## src/rtl/mem_arb_pkg.sv

```systemverilog
// Shared types and defaults for the unified-memory port arbiter.
package mem_arb_pkg;

  typedef enum logic [1:0] {IDLE, BUSY_I, BUSY_D, RESP} arb_state_t;
  typedef enum logic {GNT_I, GNT_D} gnt_t;

  localparam int STARVE_MAX_DEF = 4;

  function automatic int cnt_width(input int max_val);
    return (max_val < 1) ? 1 : $clog2(max_val + 1);
  endfunction

endpackage

```

## src/rtl/mem_arb_starve_ctr.sv

```systemverilog
// Saturating count of data grants made while instruction fetch was kept waiting.
module mem_arb_starve_ctr
  import mem_arb_pkg::*;
#(
  parameter int STARVE_MAX = STARVE_MAX_DEF
) (
  input  logic clk,
  input  logic rst,
  input  logic inc,
  input  logic clr,
  output logic at_max
);

  localparam int CNT_W = cnt_width(STARVE_MAX);

  logic [CNT_W-1:0] cnt;

  assign at_max = (cnt == CNT_W'(STARVE_MAX));

  always_ff @(posedge clk or posedge rst) begin
    if (rst) begin
      cnt <= '0;
    end else if (clr) begin
      cnt <= '0;
    end else if (inc && !at_max) begin
      cnt <= cnt + CNT_W'(1);
    end
  end

endmodule

```

## src/rtl/mem_port_arbiter.sv

```systemverilog
// Arbitrates the fetch and data ports onto one single-ported memory, one
// transaction at a time, returning registered data/ack to the owner.
module mem_port_arbiter
  import mem_arb_pkg::*;
#(
  parameter int ADDR_W     = 32,
  parameter int DATA_W     = 32,
  parameter int STARVE_MAX = STARVE_MAX_DEF
) (
  input  logic              clk_i,
  input  logic              rst_i,
  input  logic              if_req_i,
  input  logic [ADDR_W-1:0] if_addr_i,
  output logic [DATA_W-1:0] if_rdata_o,
  output logic              if_ack_o,
  input  logic              d_req_i,
  input  logic              d_we_i,
  input  logic [ADDR_W-1:0] d_addr_i,
  input  logic [DATA_W-1:0] d_wdata_i,
  output logic [DATA_W-1:0] d_rdata_o,
  output logic              d_ack_o,
  output logic              mem_req_o,
  output logic              mem_we_o,
  output logic [ADDR_W-1:0] mem_addr_o,
  output logic [DATA_W-1:0] mem_wdata_o,
  input  logic [DATA_W-1:0] mem_rdata_i,
  input  logic              mem_ack_i,
  output logic              stall_o
);

  arb_state_t        state, state_n;
  gnt_t              gnt;
  logic              mem_req_n, mem_we_n, if_ack_n, d_ack_n;
  logic [ADDR_W-1:0] mem_addr_n;
  logic [DATA_W-1:0] mem_wdata_n, if_rdata_n, d_rdata_n;
  logic              inc, clr, at_max;

  mem_arb_starve_ctr #(
    .STARVE_MAX(STARVE_MAX)
  ) u_starve (
    .clk    (clk_i),
    .rst    (rst_i),
    .inc    (inc),
    .clr    (clr),
    .at_max (at_max)
  );

  // Data normally wins; fetch is forced through once it has been passed over too often.
  assign gnt = (d_req_i && !(if_req_i && at_max)) ? GNT_D : GNT_I;

  always_comb begin
    state_n     = state;
    mem_req_n   = mem_req_o;
    mem_we_n    = mem_we_o;
    mem_addr_n  = mem_addr_o;
    mem_wdata_n = mem_wdata_o;
    if_rdata_n  = if_rdata_o;
    d_rdata_n   = d_rdata_o;
    if_ack_n    = 1'b0;
    d_ack_n     = 1'b0;
    inc         = 1'b0;
    clr         = 1'b0;
    case (state)
      IDLE: begin
        if (d_req_i || if_req_i) begin
          mem_req_n = 1'b1;
          if (gnt == GNT_D) begin
            state_n     = BUSY_D;
            mem_we_n    = d_we_i;
            mem_addr_n  = d_addr_i;
            mem_wdata_n = d_wdata_i;
            inc         = if_req_i;
          end else begin
            state_n    = BUSY_I;
            mem_we_n   = 1'b0;
            mem_addr_n = if_addr_i;
            clr        = 1'b1;
          end
        end
      end
      BUSY_I: begin
        if (mem_ack_i) begin
          state_n    = RESP;
          mem_req_n  = 1'b0;
          mem_we_n   = 1'b0;
          if_rdata_n = mem_rdata_i;
          if_ack_n   = 1'b1;
        end
      end
      BUSY_D: begin
        if (mem_ack_i) begin
          state_n   = RESP;
          mem_req_n = 1'b0;
          mem_we_n  = 1'b0;
          if (!mem_we_o) begin
            d_rdata_n = mem_rdata_i;
          end
          d_ack_n = 1'b1;
        end
      end
      RESP: begin
        state_n = IDLE;
      end
      default: begin
        state_n = IDLE;
      end
    endcase
  end

  always_ff @(posedge clk_i or posedge rst_i) begin
    if (rst_i) begin
      state       <= IDLE;
      mem_req_o   <= 1'b0;
      mem_we_o    <= 1'b0;
      mem_addr_o  <= '0;
      mem_wdata_o <= '0;
      if_rdata_o  <= '0;
      d_rdata_o   <= '0;
      if_ack_o    <= 1'b0;
      d_ack_o     <= 1'b0;
    end else begin
      state       <= state_n;
      mem_req_o   <= mem_req_n;
      mem_we_o    <= mem_we_n;
      mem_addr_o  <= mem_addr_n;
      mem_wdata_o <= mem_wdata_n;
      if_rdata_o  <= if_rdata_n;
      d_rdata_o   <= d_rdata_n;
      if_ack_o    <= if_ack_n;
      d_ack_o     <= d_ack_n;
    end
  end

  assign stall_o = (if_req_i & ~if_ack_o) | (d_req_i & ~d_ack_o);

endmodule

```

## config.mk

```make
export PLATFORM = sky130hd
export DESIGN_NAME = mem_port_arbiter
export DESIGN_NICKNAME = d
export VERILOG_FILES = /design/src/rtl/mem_arb_pkg.sv /design/src/rtl/mem_arb_starve_ctr.sv /design/src/rtl/mem_port_arbiter.sv
export SDC_FILE = /design/constraint.sdc
export NUM_CORES = 1
export LEC_CHECK = 0
export BUFFER_PORTS_ARGS = -buffer_cell sky130_fd_sc_hd__buf_2
export CAP_MARGIN = 0
export CORE_ASPECT_RATIO = 1.2
export CORE_MARGIN = 5
export CORE_UTILIZATION = 42
export DETAILED_ROUTE_END_ITERATION = 7
export PLACE_DENSITY_LB_ADDON = 0.12
export SLEW_MARGIN = 0
export SYNTH_ARGS = -nofsm -noshare
export SYNTH_HDL_FRONTEND = slang
export SYNTH_SLANG_ARGS = --single-unit
```

## constraint.sdc

```tcl
create_clock -name clk_i -period 4.8 [get_ports clk_i]
set_input_delay 0.96 -clock clk_i [delete_from_list [all_inputs] [get_ports clk_i]]
set_output_delay 0.96 -clock clk_i [all_outputs]
set_load 0.02 [all_outputs]
```

Yosys cells after proc, flatten, opt, wreduce, memory -nomap -nowiden
Cells that the tools add are included. W data, S select, Z words.

Output and inout port bits: 133. Register bits after elaboration: 137. Input port bits: 134.

Add/sub/neg operators: 1. Bitwise gates (word level): 6. Reductions and logical operators: 16. Equal/unequal tests: 6. Muxes and demuxes: 23.

Operators by type and width (number): $mux W32 (1); $mux W1 (14); $reduce_and A3 Y1 (3); $mux W2 (3); $mux W3 (2); $pmux W2 S3 (1); $reduce_and A2 Y1 (3); $eq A2 B2 Y1 const B (2); $pmux W1 S2 (2); $reduce_bool A2 Y1 (2); $add A3 B1 Y3 const B (1); $eq A3 B3 Y1 const B (1); $logic_and A1 B1 Y1 (3); $not A1 Y1 (3); $and A1 B1 Y1 (2); $eq A2 B1 Y1 const B (1); $logic_not A1 Y1 (2); $logic_not A2 Y1 (1); $ne A2 B1 Y1 const B (1); $ne A2 B2 Y1 const B (1); $reduce_or A2 Y1 (1); $logic_or A1 B1 Y1 (1); $or A1 B1 Y1 (1).

Depth between registers and ports, before layout
Gate-level depths: netlist (run 1).

Depth in word-level cells: 11. Depth in mapped cells: 7. Gate-level depth less buffers: 5.

Hierarchy
Synthesis (run 1) repeated with hierarchy kept, for this count alone.

Cell total of the unflattened synthesis: 435. Area total of the unflattened synthesis: 5677.9 µm².

By module, submodules not included: mem_port_arbiter (area an instance 5481.5 µm², cells each 416, sequential area each 3353.2 µm², instances 1); mem_arb_starve_ctr (area an instance 196.4 µm², cells each 19, sequential area each 75.1 µm², instances 1).

Least setup slack after synthesis (run 1)
Ideal clock, no wire load.

Path type: input -> output. Start: input port d_req_i. End: output port stall_o. Setup slack: 2050 ps. Required time: 3840 ps. Path buffers: 2. Data arrival time: 1790 ps. Stages: 4. Path through: buf_2 -> clkbuf_1 -> inv_1 -> o22ai_1.

Longest elaborated chain between the ends: 2.

RTL lines: from (decl) (RTL line mem_port_arbiter.sv:16) `input logic d_req_i,`; $and A1 B1 Y1 (RTL line mem_port_arbiter.sv:134) `assign stall_o = (if_req_i & ~if_ack_o) | (d_req_i & ~d_ack_o);`; $or A1 B1 Y1 (RTL line mem_port_arbiter.sv:134); to (decl) (RTL line mem_port_arbiter.sv:28) `output logic stall_o`.

No other way between the ends.

Worst setup path in the final report (run 1)
Same ends and word-level chain as after synthesis.

==> flow_metrics.tcl, run 1 <==
set metrics [dict create \
    clock_path_buffers 2 \
    track_usage_pct 18.2 \
    hpwl_um 10900 \
    yosys_warnings 0 \
    cts_buffers 17 \
    cts_root_buffer "clkbuf_16" \
    antenna_left 0 \
    grt_max_degree 108 \
    final_net_count 834 \
    clock-skew-final_ns 0.00988 \
    outcome "completed" \
    ir_drop_mv 0.369 \
    synth_ff_type "dfrtp_1" \
    grt_pass1_vias 4615 \
    post_synth_num_cell_types 31 \
    slew_viol_final 0 \
    fin_area_sq_um 7820 \
    n_antenna_cell 0 \
    fmaxAchievable_mhz 347 \
    core_region_area_sq_um 13300 \
    endpoint_kind "output pin" \
    synth_area_sq_um 5740 \
    r2r_slack_ns 2.09 \
    ff2ff_path_depth 5 \
    period_needed_ns 2.88 \
    path_cells "buf_2 -> inv_1 -> o22ai_1 -> buf_2" \
    antenna_found_initial 1 \
    wl_per_cell_um 17.2 \
    die_area_sq_um 16100 \
    async_reset_ff_share_pct 100 \
    setup_tns_ns 0 \
    clkLatencyLatePin_ns 0.40 \
    multi_input_area_sq_um 2140 \
    syn_area_per_cell_sq_um 13.1 \
    critical_path_class "in2out" \
    power_mw 6.10 \
    relSlewSlack_pct 21.9 \
    rr_startpoint "u_starve.cnt[0]$_DFFE_PP0P_" \
    clkTransAtPathRegs_ns 0.05 \
    drt_iter0_markers 217 \
    holdPathStages 2 \
    ioPinCount 267 \
    drt-pass1-iter-count 4 \
    slowest_stage "buf_2" \
    drv_cap 0 \
    r2r_end "mem_wdata_o[3]$_DFFE_PP0P_" \
    leakagePower_nw 3.88 \
    vias 4427 \
    setup.worst_path.start_class "input pin" \
    num_rows 46 \
    fillers 1110 \
    crit_start "d_req_i" \
    place_congestion 0.763 \
    hold_violations 0 \
    area_growth_pct 36.2 \
    h-tree-depth 4 \
    worstPathRequired_ns 3.84 \
    cts_tree "yes" \
    crit_top_cell "buf_2" \
    ys_seq_area_share_pct 59.7 \
    postCtsSetupRepairBufs 0 \
    synth_edf_count 0 \
    vias_per_cell 5.05 \
    wl_um 15000 \
    cts_sinks 137 \
    grt_overflow_total 0 \
    dieWidth_um 117 \
    ctsHoldBuffers 0 \
    critPathMaxStageDelay_ns 0.53 \
    drc 0 \
    syn_nets 576 \
    critPathArrivalTime_ns 1.92 \
    seq_area_sq_um 3430 \
    layout-drive-gt1-share_pct 56.9 \
    die_y_um 138 \
    timing.final.crit_share_pct 60.0 \
    cellPowerDensity_nw_per_um2 780 \
    ys_seq_elements 137 \
    setup_violations 0 \
    worst_pin_slew_ns 1.17 \
    io_buffer_count 266 \
    worstSetupEndpoint "stall_o" \
    postPlaceCellArea_sq_um 7180 \
    rsz0062_at_grt "no" \
    path_max_fanout 40 \
    min_path_type "reg2reg" \
    grt_pass1_wl_um 23300 \
    ctsResizeCount 0 \
    start_util_pct 43.2 \
    syn_inst 437 \
]
synthesized netlist by cell type (all sizes together) (3+ instances only):
library cell,count,area (sq um)
buf,13,83.8
clkbuf,19,71.3
dfrtp,137,3430
ha,5,62.6
inv,8,30.0
mux2,96,1190
nand2,68,255
nand2b,5,31.3
nand3,3,20.0
nand4,32,200
o211ai,33,248
final cells by class:
cell class	count	area share, %
clock inverters	12	2.38
well taps	168	2.69
inverters	8	0.448
multi-input cells	260	27.3
clock buffers	20	5.84
repair buffers	271	17.5
flip-flops and latches	137	43.8
cells by family after synthesis:
group                      count (synthesis)  synth area share, %
and+or+nand+nor                          114                 9.45
buffers and inverters                     40                 3.22
muxes                                     96                 20.6
AOI/OAI and AO/OA                         45                 5.90
adders and majority gates                  5                 1.09
DFF                                      137                 59.7
cells in the final DEF (no fill, tap or decap), types with 2 or more instances in the layout:
master | Yosys | layout
clkbuf_16 | 0 | 17
o211ai_1 | 33 | 33
and2_1 | 2 | 2
a21o_1 | 2 | 2
bufinv_16 | 0 | 4
nand2_1 | 68 | 68
inv_1 | 8 | 7
nand3_1 | 2 | 2
mux2_2 | 67 | 67
dfrtp_1 | 137 | 137
inv_6 | 0 | 5
ha_1 | 5 | 5
o22ai_1 | 2 | 2
buf_4 | 0 | 5
clkbuf_8 | 0 | 2
nand4_1 | 32 | 32
mux2_4 | 28 | 28
buf_2 | 4 | 266
clkinvlp_4 | 0 | 3
nand2b_1 | 5 | 5
critical path, delay by kind of cell:
kind | cells | cell delay (ns)
compound gates | 1 | 0.12
buf+inv | 3 | 0.83
worst min path at each step:
stage | start | to
6_report | mem_addr_o[8]$_DFFE_PP0P_ | mem_addr_o[8]$_DFFE_PP0P_
2_1_floorplan | u_starve.cnt[1]$_DFFE_PP0P_ | u_starve.cnt[1]$_DFFE_PP0P_
3_3_place_gp | mem_req_o$_DFFE_PP0P_ | mem_req_o$_DFFE_PP0P_
5_1_grt | mem_req_o$_DFFE_PP0P_ | mem_req_o$_DFFE_PP0P_
3_5_place_dp | mem_req_o$_DFFE_PP0P_ | mem_req_o$_DFFE_PP0P_
4_1_cts | mem_addr_o[8]$_DFFE_PP0P_ | mem_addr_o[8]$_DFFE_PP0P_
state kept, by name, indices dropped and copies added (netlist names), 2 cells and up:
signal        flops
state             2
d_rdata_o        32
u_starve.cnt      3
mem_addr_o       32
if_rdata_o       32
mem_wdata_o      32
stage by stage:
step	instances	setup slack [ns]	util [%]	hold WS [ns]
6_report	876	1.92	58.8	0.485
5_1_grt	876	1.81	58.8	0.499
2_1_floorplan	437	0.172	-	0.475
4_1_cts	876	1.92	58.8	0.491
3_5_place_dp	844	1.58	54.0	0.469
3_3_place_gp	844	1.66	54.0	0.466
power by group:
| part | internal, mW | switching, mW |
|---|---|---|
| logic | 1.11 | 1.55 |
| clock network | 0.905 | 0.492 |
| registers | 1.74 | 0.298 |
| total | 3.75 | 2.34 |
per-layer routing:
metal  part of all wire (%)  vias up  wire length [um]  global-route usage [%]
li1                       -     2066                 -                       -
met1                     40     2128              6010                    22.6
met2                     49      203              7350                    29.9
met3                    8.9       28              1340                    5.54
met4                    2.2        2               330                    6.10
met5                  0.047        -                 7                       0
Power figures use the tool's default switching activity.
==> run 2: changes to the inputs <==
Settings changed: CORE_UTILIZATION 42 to 47.
Clock period 4.8 ns to 2.95 ns, I/O delays scaled along.
==> run 2 against run 1 <==
Against the previous run: hold slack worse by 0.17 ns; flip-flop and latch count unchanged; combinational power up 66%; final cell count up 0.34%; count of clock-buffer cells in the layout down 1; via count up 1.3%; global-route usage up 2.6 points; clock skew down 0.0023 ns; die area down 9.8%; register-to-register slack worse by 1.1 ns; critical path depth unchanged; sequential power up 63%.
==> flow_metrics.tcl, run 2 (synthesis results as in run 1) <==
set metrics [dict create \
    outcome "completed" \
    n_antenna_cell 0 \
    area_growth_pct 36.1 \
    hpwl_um 11200 \
    vias 4483 \
    slowest_stage "buf_2" \
    path_max_fanout 40 \
    fillers 989 \
    timing.final.crit_share_pct 73.2 \
    cts_sinks 137 \
    grt_max_degree 80 \
    ir_drop_mv 0.562 \
    critPathArrivalTime_ns 1.57 \
    clkTransAtPathRegs_ns 0.06 \
    rsz0062_at_grt "no" \
    multi_input_area_sq_um 2140 \
    ioPinCount 267 \
    drt-pass1-iter-count 4 \
    clock_path_buffers 2 \
    setup_tns_ns 0 \
    crit_start "d_req_i" \
    drv_cap 0 \
    crit_top_cell "buf_2" \
    setup_slack_ns 0.792 \
    die_y_um 131 \
    worst_pin_slew_ns 0.719 \
    clkLatencyLatePin_ns 0.40 \
    seq_area_sq_um 3430 \
    wl_um 15100 \
    dieWidth_um 111 \
    fmaxAchievable_mhz 463 \
    endpoint_kind "output pin" \
    drt_iter0_markers 155 \
    wl_per_cell_um 17.2 \
    hold_violations 0 \
    drc 0 \
    layout-drive-gt1-share_pct 57.5 \
    ctsResizeCount 0 \
    path_cells "buf_2 -> inv_1 -> o22ai_1 -> buf_2" \
    grt_pass1_vias 4825 \
    setup_violations 0 \
    antenna_found_initial 0 \
    cellPowerDensity_nw_per_um2 1230 \
    dp_slack_ns 0.704 \
    ctsHoldBuffers 0 \
    setup.worst_path.start_class "input pin" \
    vias_per_cell 5.10 \
    final_net_count 844 \
    worstPathRequired_ns 2.36 \
    grt_pass1_wl_um 24500 \
    start_util_pct 47.6 \
    place_congestion 0.790 \
    relSlewSlack_pct 52.1 \
    cts_root_buffer "clkbuf_16" \
    die_area_sq_um 14500 \
    core_region_area_sq_um 12100 \
    clock-skew-final_ns 0.00754 \
    critPathMaxStageDelay_ns 0.54 \
    cts_tree "yes" \
    cts_buffers 17 \
    rr_startpoint "u_starve.cnt[0]$_DFFE_PP0P_" \
    track_usage_pct 20.7 \
    antenna_left 0 \
    postCtsSetupRepairBufs 0 \
    grt_overflow_total 0 \
    num_rows 44 \
    layout_common_cells "buf_2, dfrtp_1, nand2_1" \
    critical_path_class "in2out" \
    io_buffer_count 266 \
    leakagePower_nw 3.89 \
    slew_viol_final 0 \
    power_mw 9.63 \
    mostFrequentLayoutCell "buf_2" \
    period_needed_ns 2.16 \
    h-tree-depth 4 \
    min_path_type "in2async" \
]
[run 2: changes by cell type in the layout (fill, tap and decap cells not counted)]
cell        before  now
clkbuf_8         2    1
inv_6            5    3
clkinv_2         0    3
buf_4            5   12
buf_12           0    3
clkinvlp_4       3    6
bufinv_16        4    0
clkinv_4         1    2
[run 2: critical path, delay by kind of cell]
kind,cells,cell delay (ns)
AOI/OAI and AO/OA,1,0.12
buffers and inverters,3,0.85
[run 2: power breakdown]
part | total (mW) | leakage, nW | internal (mW) | switching [mW]
Sequential | 3.32 | 1.65 | 2.83 | 0.489
Combinational | 4.41 | 1.99 | 1.86 | 2.55
Clock | 1.90 | 0.252 | 1.10 | 0.798
[run 2: metal layers]
| layer | track usage [%] | vias up | wire length [um] |
|---|---|---|---|
| li1 | - | 2089 | - |
| met1 | 25.4 | 2161 | 6110 |
| met2 | 35.1 | 204 | 7610 |
| met3 | 5.89 | 29 | 1090 |
| met4 | 7.53 | 0 | 319 |
| met5 | 0 | - | 0 |
[run 2: through the flow]
step	cell area, sq um	hold slack (ns)	cells	utilization [%]
after floorplan	5750	0.475	437	-
after global placement	7280	0.463	847	60.4
after detailed placement	7280	0.467	847	60.4
after CTS	7820	0.323	879	64.9
after global routing	7820	0.347	879	64.9
final	7820	0.314	879	64.9
[run 2: path summary, 6_finish.rpt]
path                            slack (ns)                          end  cells after the start
worst max-delay path                  0.79                      stall_o                      4
worst min-delay path                  0.31  mem_wdata_o[30]$_DFFE_PP0P_                      3
worst max register to register        0.95   mem_wdata_o[4]$_DFFE_PP0P_                      6
worst min register to register        0.50    mem_addr_o[4]$_DFFE_PP0P_                      2
max in group asynchronous             2.00   if_rdata_o[29]$_DFFE_PP0P_                      3
min in group clk_i                    0.42  mem_wdata_o[26]$_DFFE_PP0P_                      2
[run 2: final cells by class]
| cell class | count | area share [%] |
|---|---|---|
| inverters | 8 | 0.432 |
| flip-flops and latches | 137 | 43.8 |
| well taps | 161 | 2.58 |
| repair buffers | 281 | 18.9 |
| clock buffers | 19 | 5.66 |
| multi-input cells | 260 | 27.3 |
| clock inverters | 13 | 1.23 |
==> run 3: changes to the inputs <==
Settings changed: CORE_UTILIZATION 47 to 42.
Clock period 2.95 ns to 1.95 ns, I/O delays scaled along.
==> run 3 against run 2 <==
Against the previous run: utilization shrank 5.3 points; sequential share of layout area down 0.57 points; non-clock buffer count increased by 1; clock skew rose by 0.0014 ns; largest cell class unchanged.
==> flow_metrics.tcl, run 3 (synthesis results as in run 1) <==
set metrics [dict create \
    ctsHoldBuffers 0 \
    die_area_sq_um 16100 \
    grt_pass1_wl_um 24200 \
    die_y_um 138 \
    rr_startpoint "state[1]$_DFFE_PP0P_" \
    slew_viol_final 0 \
    r2r_end "mem_addr_o[10]$_DFFE_PP0P_" \
    setup_slack_ns 0.215 \
    postCtsSetupRepairBufs 0 \
    core_region_area_sq_um 13300 \
    wl_um 15400 \
    place_congestion 0.759 \
    cts_buffers 17 \
    place_inst 855 \
    combPwrFrac_pct 45.0 \
    pwr-share-clk_pct 21.3 \
    cellPowerDensity_nw_per_um2 1880 \
    grt_max_degree 111 \
    clkTransAtPathRegs_ns 0.06 \
    period_needed_ns 1.74 \
    rsz0062_at_grt "no" \
    critical_path_class "reg2reg" \
    ir_drop_mv 0.970 \
    dieWidth_um 117 \
    layout-drive-gt1-share_pct 57.6 \
    fin_util_pct 59.6 \
    critPathArrivalTime_ns 2.05 \
    power_switching_mw 5.77 \
    drv_cap 0 \
    h-tree-depth 4 \
    area_growth_pct 37.9 \
    antenna_left 0 \
    io_buffer_count 266 \
    dp_slack_ns 0.250 \
    outcome "completed" \
    final_cells 887 \
    ff2ff_path_depth 7 \
    swShare_pct 38.7 \
    relSlewSlack_pct 58.2 \
    clock-skew-final_ns 0.00893 \
    drc 0 \
    track_usage_pct 19.1 \
    drt-pass1-iter-count 4 \
    cts_root_buffer "clkbuf_16" \
    leakagePower_nw 3.94 \
    wl_per_cell_um 17.3 \
    clock_path_buffers 2 \
    worst_pin_slew_ns 0.627 \
    use_met2_pct 30.3 \
    crit_start "state[1]$_DFFE_PP0P_" \
    final_net_count 845 \
    cts_sinks 137 \
    timing.final.crit_share_pct 89.0 \
    endpoint_kind "flip-flop" \
    setup_tns_ns 0 \
    n_antenna_cell 0 \
    use_met3_pct 6.63 \
    setup.worst_path.start_class "flip-flop" \
    met1_usage_pct 23.4 \
    hpwl_um 11300 \
    grt_pass1_vias 4797 \
    fmaxAchievable_mhz 576 \
    vias 4547 \
    layout_common_cells "buf_2, dfrtp_1, nand2_1" \
    antenna_found_initial 0 \
    path_max_fanout 22 \
    worstPathRequired_ns 2.27 \
    cts_tree "yes" \
    intPower_mw 9.16 \
    clkLatencyLatePin_ns 0.41 \
    p_seq_share_pct 33.6 \
    grt_overflow_total 0 \
    hold_violations 0 \
    vias_per_cell 5.13 \
    ioPinCount 267 \
    mostFrequentLayoutCell "buf_2" \
    r2r_slack_ns 0.21 \
    num_rows 46 \
    worstSetupEndpoint "mem_addr_o[10]$_DFFE_PP0P_" \
    start_util_pct 43.2 \
    min_path_type "in2async" \
    setup_violations 0 \
    drt_iter0_markers 289 \
    ctsResizeCount 0 \
    grt-busiest-layer "met2" \
]
-- run 3: worst min path at each step --
stage                                      startpoint                     endpoint  slack [ns]  depth (start not counted)
final                                           rst_i  mem_wdata_o[25]$_DFFE_PP0P_         0.1                          3
after global routing                            rst_i  mem_wdata_o[19]$_DFFE_PP0P_        0.14                          3
after CTS                                       rst_i  mem_wdata_o[25]$_DFFE_PP0P_        0.09                          3
after detailed placement        mem_req_o$_DFFE_PP0P_        mem_req_o$_DFFE_PP0P_        0.47                          1
after global placement          mem_req_o$_DFFE_PP0P_        mem_req_o$_DFFE_PP0P_        0.47                          1
after floorplan           u_starve.cnt[1]$_DFFE_PP0P_  u_starve.cnt[1]$_DFFE_PP0P_        0.48                          2
-- run 3: metrics by stage --
stage               instance area, sq um  hold WS [ns]  power, mW
CTS                                 7920        0.0895       15.1
global placement                    7320         0.465       11.7
detailed placement                  7320         0.473       11.9
global route                        7920         0.138       15.8
floorplan                           5750         0.475       9.45
finish                              7920        0.0981       14.9
-- run 3: area by class of cell --
cell class / count / area [sq um]
Inverter: 8 / 33.8
Multi-Input combinational cell: 260 / 2140
Timing Repair Buffer: 282 / 1510
Tap cell: 168 / 210
Clock buffer: 22 / 484
Fill cell: 1093 / 5370
Sequential cell: 137 / 3430
Clock inverter: 10 / 116
-- run 3: routing by layer --
metal  up-vias  wire length, um
met1      2191             5940
met3        39             1440
met5         -                0
met4         0              475
li1       2097                -
met2       220             7510
-- run 3: power groups by stage --
stage | Sequential, mW | Combinational (mW) | Clock [mW]
finish | 5.02 | 6.72 | 3.18
CTS | 5.03 | 6.83 | 3.26
detailed placement | 5.05 | 6.83 | 0
global placement | 5.01 | 6.68 | 0
floorplan | 6.71 | 2.74 | 0
global route | 5.20 | 7.22 | 3.38
-- run 3: worst max-delay path: stages, from the launching register on --
cell	delay (ns)
dfrtp_1	0.38
inv_1	0.10
ha_1	0.23
buf_4	0.22
o21a_1	0.17
buf_4	0.27
nand2_1	0.08
o211ai_1	0.20
